===== src/rtl/cpu_pkg.sv =====
// ============================================================================
// Module   : cpu_pkg
// Purpose  : Shared datapath widths, XZR encoding and the MEM/WB record type.
// Revision : 1.0 - initial release
// ============================================================================
`default_nettype none

package cpu_pkg;

  localparam int DATA_W = 64;
  localparam int ADDR_W = 5;

  localparam logic [4:0] XZR = 5'd31;

  // Same field layout the forwarding unit consumes from the WB stage.
  typedef struct packed {
    logic              valid;
    logic              regwrite;
    logic [ADDR_W-1:0] rd;
    logic [DATA_W-1:0] data;
  } mem_wb_t;

endpackage

`default_nettype wire


===== src/rtl/mem_wb_stage_if.sv =====
// ============================================================================
// Module   : mem_wb_if
// Purpose  : MEM-side capture inputs, pipeline control and WB-side outputs.
// Revision : 1.0 - initial release
// ============================================================================
`default_nettype none

interface mem_wb_if #(
  parameter int DATA_W = 64,
  parameter int ADDR_W = 5
);

  logic              stall;
  logic              flush;

  logic              mem_valid;
  logic              mem_regwrite;
  logic              mem_memtoreg;
  logic [ADDR_W-1:0] mem_rd;
  logic [DATA_W-1:0] mem_alu_result;
  logic [DATA_W-1:0] mem_load_data;

  logic              wb_valid;
  logic              wb_en;
  logic [ADDR_W-1:0] wb_rd;
  logic [DATA_W-1:0] wb_data;

  // Pipeline control and the upstream MEM stage drive the stage inputs.
  modport master (
    output stall,
    output flush,
    output mem_valid,
    output mem_regwrite,
    output mem_memtoreg,
    output mem_rd,
    output mem_alu_result,
    output mem_load_data,
    input  wb_valid,
    input  wb_en,
    input  wb_rd,
    input  wb_data
  );

  modport slave (
    input  stall,
    input  flush,
    input  mem_valid,
    input  mem_regwrite,
    input  mem_memtoreg,
    input  mem_rd,
    input  mem_alu_result,
    input  mem_load_data,
    output wb_valid,
    output wb_en,
    output wb_rd,
    output wb_data
  );

endinterface

`default_nettype wire


===== src/rtl/mem_wb_stage_retire_counter.sv =====
// ============================================================================
// Module   : retire_counter
// Purpose  : Free-running retired-instruction counter, wraps silently.
// Revision : 1.0 - initial release
// ============================================================================
`default_nettype none

module retire_counter #(
  parameter int CNT_W = 32
) (
  input  wire logic             clk,
  input  wire logic             reset,
  input  wire logic             en,
  output logic      [CNT_W-1:0] count
);

  logic [CNT_W-1:0] count_q;

  always_ff @(posedge clk) begin
    if (!reset) begin
      count_q <= '0;
    end else if (en) begin
      count_q <= count_q + CNT_W'(1);
    end
  end

  assign count = count_q;

endmodule

`default_nettype wire


===== src/rtl/mem_wb_stage.sv =====
// ============================================================================
// Module   : mem_wb_stage
// Purpose  : MEM/WB pipeline register with capture-time writeback select.
// Revision : 1.0 - initial release
// ============================================================================
`default_nettype none

module mem_wb_stage #(
  parameter int DATA_W = 64,
  parameter int ADDR_W = 5,
  parameter int CNT_W  = 32
) (
  input  wire logic             clk,
  input  wire logic             reset,
  mem_wb_if.slave               bus,
  output logic      [CNT_W-1:0] retire_count
);

  import cpu_pkg::*;

  localparam logic [ADDR_W-1:0] ZERO_REG = ADDR_W'(XZR);

  logic              valid_q;
  logic              regwrite_q;
  logic [ADDR_W-1:0] rd_q;
  logic [DATA_W-1:0] data_q;

  logic [DATA_W-1:0] wb_sel;
  logic              retire_en;

  // Select at capture so the WB-to-regfile path carries no mux.
  assign wb_sel = bus.mem_memtoreg ? bus.mem_load_data : bus.mem_alu_result;

  always_ff @(posedge clk) begin
    if (!reset) begin
      valid_q    <= 1'b0;
      regwrite_q <= 1'b0;
      rd_q       <= '0;
      data_q     <= '0;
    end else if (bus.flush) begin
      valid_q    <= 1'b0;
      regwrite_q <= 1'b0;
      rd_q       <= '0;
      data_q     <= '0;
    end else if (!bus.stall) begin
      valid_q    <= bus.mem_valid;
      regwrite_q <= bus.mem_valid & bus.mem_regwrite;
      rd_q       <= bus.mem_rd;
      data_q     <= wb_sel;
    end
  end

  assign bus.wb_valid = valid_q;
  assign bus.wb_rd    = rd_q;
  assign bus.wb_data  = data_q;

  // Gating with stall keeps a held instruction from writing on every stalled edge.
  assign bus.wb_en = valid_q & regwrite_q & (rd_q != ZERO_REG) & ~bus.stall;

  assign retire_en = valid_q & ~bus.stall;

  retire_counter #(
    .CNT_W (CNT_W)
  ) u_retire_counter (
    .clk   (clk),
    .reset (reset),
    .en    (retire_en),
    .count (retire_count)
  );

endmodule

`default_nettype wire


===== src/flat_wrapper.sv =====
// flat-port wrapper written by rule: the top's interface ports become plain ports
module mem_wb_stage_flat import cpu_pkg::*;
#(
  parameter int DATA_W = 64,
  parameter int ADDR_W = 5,
  parameter int CNT_W  = 32
)
  (clk, reset, retire_count, bus_stall, bus_flush, bus_mem_valid, bus_mem_regwrite, bus_mem_memtoreg, bus_mem_rd, bus_mem_alu_result, bus_mem_load_data, bus_wb_valid, bus_wb_en, bus_wb_rd, bus_wb_data);
  mem_wb_if #(.DATA_W(DATA_W), .ADDR_W(ADDR_W)) bus_i ();
  input  wire logic clk;
  input  wire logic reset;
  output logic      [CNT_W-1:0] retire_count;
  input wire logic [$bits(bus_i.stall)-1:0] bus_stall;
  input wire logic [$bits(bus_i.flush)-1:0] bus_flush;
  input wire logic [$bits(bus_i.mem_valid)-1:0] bus_mem_valid;
  input wire logic [$bits(bus_i.mem_regwrite)-1:0] bus_mem_regwrite;
  input wire logic [$bits(bus_i.mem_memtoreg)-1:0] bus_mem_memtoreg;
  input wire logic [$bits(bus_i.mem_rd)-1:0] bus_mem_rd;
  input wire logic [$bits(bus_i.mem_alu_result)-1:0] bus_mem_alu_result;
  input wire logic [$bits(bus_i.mem_load_data)-1:0] bus_mem_load_data;
  output wire logic [$bits(bus_i.wb_valid)-1:0] bus_wb_valid;
  output wire logic [$bits(bus_i.wb_en)-1:0] bus_wb_en;
  output wire logic [$bits(bus_i.wb_rd)-1:0] bus_wb_rd;
  output wire logic [$bits(bus_i.wb_data)-1:0] bus_wb_data;
  assign bus_i.stall = bus_stall;
  assign bus_i.flush = bus_flush;
  assign bus_i.mem_valid = bus_mem_valid;
  assign bus_i.mem_regwrite = bus_mem_regwrite;
  assign bus_i.mem_memtoreg = bus_mem_memtoreg;
  assign bus_i.mem_rd = bus_mem_rd;
  assign bus_i.mem_alu_result = bus_mem_alu_result;
  assign bus_i.mem_load_data = bus_mem_load_data;
  assign bus_wb_valid = bus_i.wb_valid;
  assign bus_wb_en = bus_i.wb_en;
  assign bus_wb_rd = bus_i.wb_rd;
  assign bus_wb_data = bus_i.wb_data;
  mem_wb_stage #(.DATA_W(DATA_W), .ADDR_W(ADDR_W), .CNT_W(CNT_W)) u_core (.clk(clk), .reset(reset), .bus(bus_i), .retire_count(retire_count));
endmodule

===== config.mk =====
export PLATFORM = sky130hd
export DESIGN_NAME = mem_wb_stage_flat
export DESIGN_NICKNAME = d
export VERILOG_FILES = /design/src/rtl/cpu_pkg.sv /design/src/rtl/mem_wb_stage_if.sv /design/src/rtl/mem_wb_stage_retire_counter.sv /design/src/rtl/mem_wb_stage.sv /design/src/flat_wrapper.sv
export SDC_FILE = /design/constraint.sdc
export NUM_CORES = 1
export LEC_CHECK = 0
export ABC_AREA = 1
export BUFFER_PORTS_ARGS = -buffer_cell sky130_fd_sc_hd__clkbuf_2
export CAP_MARGIN = 5
export CORE_UTILIZATION = 47
export CTS_CLUSTER_SIZE = 10
export DETAILED_ROUTE_END_ITERATION = 7
export GPL_TIMING_DRIVEN = 0
export HOLD_SLACK_MARGIN = 0.06
export PLACE_DENSITY = 0.8
export SYNTH_ARGS = -nofsm -noshare
export SYNTH_HDL_FRONTEND = slang
export SYNTH_SLANG_ARGS = --single-unit

===== constraint.sdc =====
create_clock -name clk -period 1.8 [get_ports clk]
set_input_delay 0.09 -clock clk [delete_from_list [all_inputs] [get_ports clk]]
set_output_delay 0.09 -clock clk [all_outputs]
set_load 0.01 [all_outputs]

==> out/summary.txt <==
Starting DRC count in detailed routing -> 259
Synth Area in Simple Gates -> 0.264
Synth Register Bits -> 103
Reg area -> 0.00206 mm^2
Initial antenna violation count -> 0
Post-Syn Area -> 0.00530 mm^2
Layout Nets -> 1,147
Routed len/inst -> 13.4 um
Layout cells sized above 1 -> 0.358
P&R area growth vs syn -> 35.2%
First-pass GRT wire length -> 24,100 um
Arrival time worst endpoint -> 1.81 ns
CP endpoint kind -> flop
Slew Limit Fails -> 0
Post-synthesis mux area share -> 0.136
Status -> completed
Compound-gate portion of the synthesized area -> 0.0935
Initial Util -> 0.485
Via density -> 4.79
Antenna viol nets, final -> 0
Vias in the first global route -> 5,129
Clock latency on the worst-skew pair -> 0.34 ns
Core Rows -> 38
DPL Wire Length -> 11,800 um
Hold Violations, Final -> 0
Die area -> 0.0117 mm^2
Port Buffer Count -> 239
Commonest non-fill, non-tap cell in the layout -> clkbuf_2
Cells after Synth -> 735
Postcts setup bufs -> 0
Synth Net Count -> 876
Final setup viols -> 0
Post-synth cell types -> 33
Largest fanout on the critical path -> 6
Worst Path Required -> 2.03 ns
HP Class -> in -> reg
Max-cap violations -> 0
Clk buf depth -> 2
CTS buffer count -> 9
Detailed-route DRC error count -> 0
Worst clock skew -> 0.00575 ns
Congestion Overflow GR -> 0
Leak -> 3.90 nW
Most frequent cells in the layout -> 239 x clkbuf_2, 181 x nor2_1, 103 x inv_1, 103 x dfxtp_1, 91 x nand2_1
DIE HEIGHT -> 108 um
Multi-input logic area -> 0.00264 mm^2
CP peak stage delay -> 0.39 ns
RSZ-0062 raised after global routing -> false
DR pass1 iterations -> 4
H-Tree Depth -> 3
Crit-path cells -> ha_1 > inv_1 > nor2_1 > nand2_4 > nor2_8 > nand2_2 > nor2_2 > nand2_1 > nand2_1 > nor2_1
Core area -> 0.0109 mm^2
TNS Setup -> 0 ns
Relative slew slack -> 0.642
Slowest cell on crit path -> dfxtp_1
Design Power -> 4.98 mW
Synth Area in Adders -> 0.00236
YS warnings -> 0
Setup Crit Path Kind -> reg -> reg
Clock Sinks -> 103
Tot GR Track Use -> 0.266
Ports -> 243
Startpoint types -> flop
Die X -> 108 um
Gpl congestion -> 0.878
Power Density -> 696 mW/mm^2
DR vias -> 5,515
CTS clk-pin slew, worst paths -> 0.08 ns
Xor and xnor area share after synthesis -> 0.00165
Filler cells -> 1,016
Diode count -> 0
Min Clock Period, post-route -> 1.57 ns
CTS root buffer -> clkbuf_16
Highest clock rate -> 0.635 GHz
Mean Syn Cell Area -> 7.21 um^2
Worst Max-Slew Pin Slew -> 0.537 ns
Period utilization -> 0.874
CTS tree -> built
Peak VDD IR -> 0.418 mV
Largest family of logic cells by synthesized area -> simple AND/OR/NAND/NOR gates
Seq/Total Area, Yosys -> 0.389
Final wirelength -> 15,500 um
Largest net degree at the start of global routing -> 19
power by group:
group | switching [mW] | total [mW] | leakage, nW | internal, mW
clock network | 0.905 | 1.86 | 0.136 | 0.954
logic | 0.363 | 0.739 | 2.92 | 0.376
registers | 0.0371 | 2.38 | 0.839 | 2.35
synth_stat cells, drive strengths merged:
library cell  count  area [um^2]
nor2            194          789
nand3            21          105
a31oi             2         12.5
or2               1         6.26
nand2            98          404
clkbuf           14         52.6
ha                1         12.5
a21oi            18         90.1
clkinv            1         8.76
nor3              5         35.0
xor2              1         8.76
o21bai            1         7.51
dfxtp           103         2060
buf              19          141
nand4             7         43.8
inv             106          400
nand3b            1         7.51
mux2             64          721
and3              1         6.26
o21ai            77          385
routing by layer:
| metal | vias up | global-route usage | wire (um) |
|---|---|---|---|
| met5 | - | 0 | 0 |
| met4 | 0 | 0.133 | 583 |
| met3 | 41 | 0.0500 | 813 |
| met2 | 174 | 0.478 | 7720 |
| met1 | 2460 | 0.298 | 6360 |
| li1 | 2840 | - | - |
cell type report:
cell class	instances	area share
Tap cell	140	0.0245
Multi-Input combinational cell	492	0.368
Clock inverter	7	0.00786
Inverter	107	0.0571
Buffer	33	0.0271
Sequential cell	103	0.288
Timing Repair Buffer	260	0.196
Clock buffer	9	0.0314
through the flow:
step	area, um^2	cells	hold WS, ns	utilization	setup WS [ns]
global route	7160	1151	0.0693	0.655	0.0952
finish	7160	1151	0.0660	0.655	0.226
detailed placement	6670	1114	0.329	0.610	0.237
floorplan	5300	735	0.235	-	0.346
CTS	7160	1151	0.0601	0.655	0.219
global placement	6670	1114	0.326	0.610	0.268
logic make-up (layout without fill, tap and decap cells):
family	after synthesis	in the layout
compound gates	98	98
simple gates	328	328
mux	64	64
buf+inv	140	416
xor+xnor	1	1
flops	103	103
fa+ha+maj	1	1
worst paths after layout:
path,start,to,slack [ns],cells after the start
setup / recovery,u_core.u_retire_counter.count[1],u_core.u_retire_counter.count[22],0.23,10
hold / removal,bus_mem_load_data[26],u_core.bus.wb_data[26],0.07,4
setup reg to reg,u_core.u_retire_counter.count[1],u_core.u_retire_counter.count[22],0.23,10
hold reg to reg,u_core.regwrite_q,u_core.regwrite_q,0.48,2
flip-flops by register name, summed over array words and instances (netlist names):
signal and cells:
u_core.bus.wb_data 64, u_core.u_retire_counter.count 32, u_core.bus.wb_rd 5, u_core.bus.wb_valid 1, u_core.regwrite_q 1
repair_timing:
item / in CTS / in global routing
hold buffers: 21 / 0
endpoints found under the hold margin: 20 / 0
gates resized for setup: 0 / 0
endpoints found under the setup margin: 0 / 0
critical path, delay by kind of cell, from the launching register on:
| family | cells | cell delay, ns |
|---|---|---|
| adder cells (fa/ha/maj) | 1 | 0.21 |
| buffers and inverters | 1 | 0.06 |
| flip-flops | 1 | 0.39 |
| AND/OR/NAND/NOR | 8 | 0.80 |
Power figures use the tool's default switching activity.
